===== config.mk =====
export PLATFORM = sky130hd
export DESIGN_NAME = debounce_filter
export DESIGN_NICKNAME = d
export VERILOG_FILES = /design/src/rtl/debounce_filter.sv
export SDC_FILE = /design/constraint.sdc
export NUM_CORES = 1
export LEC_CHECK = 0
export BUFFER_PORTS_ARGS = -buffer_cell sky130_fd_sc_hd__buf_2
export CAP_MARGIN = 20
export CORE_UTILIZATION = 55
export DETAILED_ROUTE_END_ITERATION = 7
export PLACE_DENSITY = 0.83
export SLEW_MARGIN = 20
export SYNTH_ARGS = -nofsm -noshare
export SYNTH_HDL_FRONTEND = slang
export SYNTH_SLANG_ARGS = --single-unit
export TNS_END_PERCENT = 100

===== constraint.sdc =====
create_clock -name clk -period 2 [get_ports clk]
set_input_delay 0.4 -clock clk [delete_from_list [all_inputs] [get_ports clk]]
set_output_delay 0.4 -clock clk [all_outputs]
set_load 0.03 [all_outputs]

===== src/rtl/debounce_filter.sv =====
// Multi-channel push-button debouncer: 2-flop synchroniser plus per-channel stability FSM.
// Optional long-press detector is built when DEBOUNCE_LONG_PRESS_EN is defined.
module debounce_filter #(
  parameter int N_CH          = 4,
  parameter int STABLE_CYCLES = 16,
  parameter int CNT_W         = 20,
  parameter int HOLD_CYCLES   = 64
) (
  input  logic            clk,
  input  logic            rst_n,
  input  logic [N_CH-1:0] pb_in,
  output logic [N_CH-1:0] pb_db,
  output logic [N_CH-1:0] pb_busy,
  output logic [N_CH-1:0] long_hold
);

  typedef enum logic {STABLE = 1'b0, CHECK = 1'b1} state_t;

  localparam logic [CNT_W-1:0] CNT_LAST = CNT_W'(STABLE_CYCLES - 1);
  localparam int CNT_MAX = (STABLE_CYCLES > HOLD_CYCLES) ? STABLE_CYCLES : HOLD_CYCLES;

  if (STABLE_CYCLES < 2 || HOLD_CYCLES < 1 || CNT_W < 2 || CNT_W > 62 ||
      (64'(1) << CNT_W) <= 64'(CNT_MAX)) begin : g_param_check
    $error("debounce_filter: illegal parameter combination");
  end

  logic [N_CH-1:0] s1_p1;
  logic [N_CH-1:0] s2_p2;

  // Synchroniser stages: only s2_p2 is used downstream
  always_ff @(posedge clk or negedge rst_n) begin
    if (!rst_n) begin
      s1_p1 <= '0;
      s2_p2 <= '0;
    end else begin
      s1_p1 <= pb_in;
      s2_p2 <= s1_p1;
    end
  end

  for (genvar i = 0; i < N_CH; i++) begin : g_ch
    state_t           state;
    logic [CNT_W-1:0] cnt;
    logic             db;
    logic             busy;
    logic             commit;

    // Qualification completes this cycle: input still differs and window is full
    assign commit = (state == CHECK) && (s2_p2[i] != db) && (cnt == CNT_LAST);

    always_ff @(posedge clk or negedge rst_n) begin
      if (!rst_n) begin
        state <= STABLE;
        cnt   <= '0;
        db    <= 1'b0;
        busy  <= 1'b0;
      end else begin
        busy <= (state == CHECK);
        case (state)
          STABLE: begin
            cnt <= '0;
            if (s2_p2[i] != db) state <= CHECK;
          end
          CHECK: begin
            if (s2_p2[i] == db) begin
              state <= STABLE;
              cnt   <= '0;
            end else if (commit) begin
              db    <= s2_p2[i];
              state <= STABLE;
              cnt   <= '0;
            end else begin
              cnt <= cnt + 1'b1;
            end
          end
          default: begin
            state <= STABLE;
            cnt   <= '0;
          end
        endcase
      end
    end

    assign pb_db[i]   = db;
    assign pb_busy[i] = busy;

`ifdef DEBOUNCE_LONG_PRESS_EN
    localparam logic [CNT_W-1:0] HOLD_LAST = CNT_W'(HOLD_CYCLES - 1);
    localparam logic [CNT_W-1:0] HOLD_FULL = CNT_W'(HOLD_CYCLES);

    logic [CNT_W-1:0] hold_cnt;
    logic             lh;

    // Hold counter pauses during CHECK and clears on the edge the level falls
    always_ff @(posedge clk or negedge rst_n) begin
      if (!rst_n) begin
        hold_cnt <= '0;
        lh       <= 1'b0;
      end else if (commit && !s2_p2[i]) begin
        hold_cnt <= '0;
        lh       <= 1'b0;
      end else if (state == STABLE && db) begin
        if (hold_cnt >= HOLD_LAST) lh <= 1'b1;
        if (hold_cnt != HOLD_FULL) hold_cnt <= hold_cnt + 1'b1;
      end
    end

    assign long_hold[i] = lh;
`else
    assign long_hold[i] = 1'b0;
`endif
  end

endmodule

# After elaboration in Yosys (flattened, before gate mapping)
# Index checks and enable logic that the tools add are counted.
# W data, S select, Z words.
dict set report word_totals {
  ff_bits 100
  in_bits 6
}
dict set report classes {
  addsub 4
  eq_ne 12
  muxes 28
  bitwise_logic 8
  reduce_logical 12
}
# cell count
set op_table {}
lappend op_table {{$mux W20} 8}
lappend op_table {{$pmux W20 S2} 4}
lappend op_table {{$add A20 B1 Y20 const B} 4}
lappend op_table {{$eq A20 B4 Y1 const B} 4}
lappend op_table {{$mux W1} 12}
lappend op_table {{$reduce_and A3 Y1} 4}
lappend op_table {{$logic_and A1 B1 Y1} 8}
lappend op_table {{$not A1 Y1} 8}
lappend op_table {{$pmux W1 S2} 4}
lappend op_table {{$eq A1 B1 Y1} 4}
lappend op_table {{$ne A1 B1 Y1} 4}

# Longest topological paths before layout
dict set report depth {
  word_depth 6
  ltp_mapped 7
  ltp_nobuf 5
}

# Least setup slack after synthesis
# Ideal clock, no wire load.
dict set report synth_timing {
  path_kind {reg2reg}
  startpoint {register g_ch[0].cnt[18]}
  endpoint {register g_ch[0].cnt[14]}
  setup_time_ps 119
  arrival_ps 1709
  t_required_ps 1881
  path_slack_ps 173
  stages_incl_launch_ff 6
  n_path_buf 1
  path_cell_list {dfrtp_1 or4_1 or3_4 o21bai_4 buf_6 nor2_1}
}
dict set report synth_between {
  elab_chain_cells 5
}
# item line
set synth_lines {}
lappend synth_lines {{start, declared} 43} ;# logic [CNT_W-1:0] cnt;
lappend synth_lines {{start signal, assigned} 73} ;# cnt <= cnt + 1'b1;
lappend synth_lines {{$eq A20 B4 Y1} 49} ;# assign commit = (state == CHECK) && (s2_p2[i] != db) && (cnt == CNT_LAST);
lappend synth_lines {{$logic_and A1 B1 Y1} 49}
lappend synth_lines {{$mux W20} 68} ;# end else if (commit) begin
lappend synth_lines {{$mux W20} 65} ;# if (s2_p2[i] == db) begin
lappend synth_lines {{$pmux W20 S2} 59} ;# case (state)
# Every way passes these cells.
# A chain may end at the register's enable or synchronous reset.

# Worst setup path in the final report
dict set report layout_timing {
  startpoint {register g_ch[0].cnt[18]}
  endpoint {register g_ch[0].cnt[17]}
}
# The elaborated chain is that of the path after synthesis.

==> impl_metrics.toml <==
[floorplan]
num_rows = 33
num_io_pins = 18
initial_core_util_pct = 57.3
fp.dieW_um = 95.0
core_sq_um = 8300
die-area_sq_um = 9030
dieHeight_um = 95.0

[yosys]
synthArstFlopShare_pct = 100
netlist_area_sq_um = 4760
yosysSeqAreaShare_pct = 52.6
synth_flop_cell = "dfrtp_1"
yosysWarnings = 0
avgSynthCellArea_sq_um = 10.0
synth_edf_count = 0
synth_cell_types = 47
synth_area_leader_cell = "dfrtp_1"
synth_top_area_share_pct = 52.6
synthTopCellsByArea = "dfrtp_1, xnor2_1, nor2_1, xor2_1, nor4_1"
synth_common_cells = "dfrtp_1, nor2_1, xnor2_1"
syn_inst = 474
synth.most_common_cell = "dfrtp_1"
synth-seq-cells = 100

[placed_design]
place_hpwl_mm = 5.84
gp_congestion = 0.810
dp_slack_ps = 146
io_buffers = 13

[worst_setup_path]
worstSetupEndpointType = "flip-flop"
path_max_fanout = 7
worstPathRequired_ps = 2250
arrival_ps = 2110
crit_type = "reg -> reg"
critPathLaunchType = "flip-flop"

[timing]
setup_violations = 0
period_needed_ps = 1860
fin_tns_setup_ps = 0
final-hold-violation-count = 0
period_share_pct = 93.1
fmax_mhz = 537
final.setup_skew_ps = 9.48
worst_slack_ps = 138
rsz0062_at_grt = "no"
finalMaxSlewViolations = 0

[grt]
gr-total-overflow = 0
grt_max_degree = 33
antenna_found_initial = 0
grt_pass1_wl_mm = 14.6
track_usage_pct = 20.7
first_global_vias = 3366

[routing]
wl_per_cell_um = 13.9
first_pass_iters = 4
drtIter0Drc = 175
ant_nets = 0
routed_wl_mm = 8.41
drt_drc_violations_left = 0
vias = 3427
vias_per_cell = 5.67

[job]
drv_cap = 0

[clock_tree]
cts_resized = 0
clock-sinks = 100
cts-buffers-inserted = 9
htreeDepth = 3
clockBufferDepth = 2
clkTransAtPathRegs_ps = 90
cts_tree = "built"
clk_latency_ps = 370
cts_root_buf = "clkbuf_8"

[cells_and_area]
nFillCells = 657
drive_above_1_share_pct = 11.6
area_growth_syn_to_layout_pct = 9.28
fin_nets = 504
diodes = 0

[status]
run_status = "complete, no violations"

[power_and_ir_drop]
power.leakage_nw = 2.17
peakVddDrop_mv = 0.427
power_density_nw_per_um2 = 686

[min_path]
hp-class = "in -> reg"
-- flip-flops by register name, indices dropped and copies added, names as in the netlist --
name	count
g_ch.cnt	80
g_ch.busy	4
s1_p1	4
g_ch.db	4
s2_p2	4
g_ch.state	4
-- layout by cell type, fill, tap and decap left out, drive strengths merged, types with 13 or more instances in the layout --
cell	count
a21oi	13
buf	29
clkbuf	13
dfrtp	100
inv	14
nand2	22
nand3	30
nand4	22
nor2	73
nor3	18
nor4	27
xnor2	37
xor2	22
-- path summary, 6_finish.rpt --
kind | start | to | slack, ps | cells past startpoint
worst min-delay path | pb_in[3] | s1_p1[3] | 130 | 1
worst max-delay path | g_ch[0].cnt[18] | g_ch[0].cnt[17] | 140 | 5
worst max register to register | g_ch[0].cnt[18] | g_ch[0].cnt[17] | 140 | 5
min in group asynchronous | rst_n | s1_p1[1] | 510 | 2
max in group asynchronous | rst_n | g_ch[3].cnt[6] | 950 | 3
worst min register to register | s1_p1[2] | s2_p2[2] | 350 | 0
-- worst max-delay path: stages, from the launching register on --
cell and delay [ps]:
dfrtp_1 410, or4_1 570, or3_4 420, o21bai_4 140, buf_4 170, a21oi_1 50
-- power by group --
group / switching, W / internal, W / total (W)
clock network: 0.000661 / 0.000713 / 0.00137
logic: 0.0000962 / 0.0000390 / 0.000135
registers: 0.0000167 / 0.00204 / 0.00206
total: 0.000774 / 0.00280 / 0.00357
-- through the flow --
stage / area [sq um] / hold WS [ps] / instances / util, % / power [W]
final: 5200 / 133 / 604 / 62.7 / 0.00357
after global routing: 5200 / 109 / 604 / 62.7 / 0.00372
after floorplan: 4770 / 104 / 477 / - / 0.00217
after global placement: 4970 / 332 / 587 / 59.9 / 0.00223
after CTS: 5200 / 123 / 604 / 62.7 / 0.00361
after detailed placement: 4970 / 336 / 587 / 59.9 / 0.00224
-- layout make-up --
cell class              count  area (sq um)  share of cell area [%]
flip-flops and latches    100          2500                    48.1
multi-input cells         339          2070                    39.8
repair buffers             30           223                    4.28
clock buffers              13           179                    3.44
well taps                 105           131                    2.53
inverters                  14          52.6                    1.01
clock inverters             3          42.5                   0.818
-- cells by family (layout without fill, tap and decap cells) --
family	after synthesis	count (layout)	share of synthesized area [%]
AO/OA/AOI/OAI	35	35	4.71
multiplexers	6	6	1.37
flip-flops	100	100	52.6
adder cells (fa/ha/maj)	4	4	1.05
AND/OR/NAND/NOR	231	231	25.2
buffers and inverters	38	60	4.15
other	1	4	0.0788
XOR/XNOR	59	59	10.9
-- per-layer routing --
layer / track usage [%] / routed length, um / part of all wire [%]
met5: 0 / 0 / 0
met4: 6.44 / 97 / 1.2
met3: 5.66 / 346 / 4.1
met2: 35.3 / 4150 / 49
met1: 25.6 / 3820 / 45
-- timing repair --
action,CTS,global route
endpoints found under the hold margin,29,0
hold buffers,1,0
setup buffers,0,0
No activity file was read; power rests on OpenSTA's default activity.
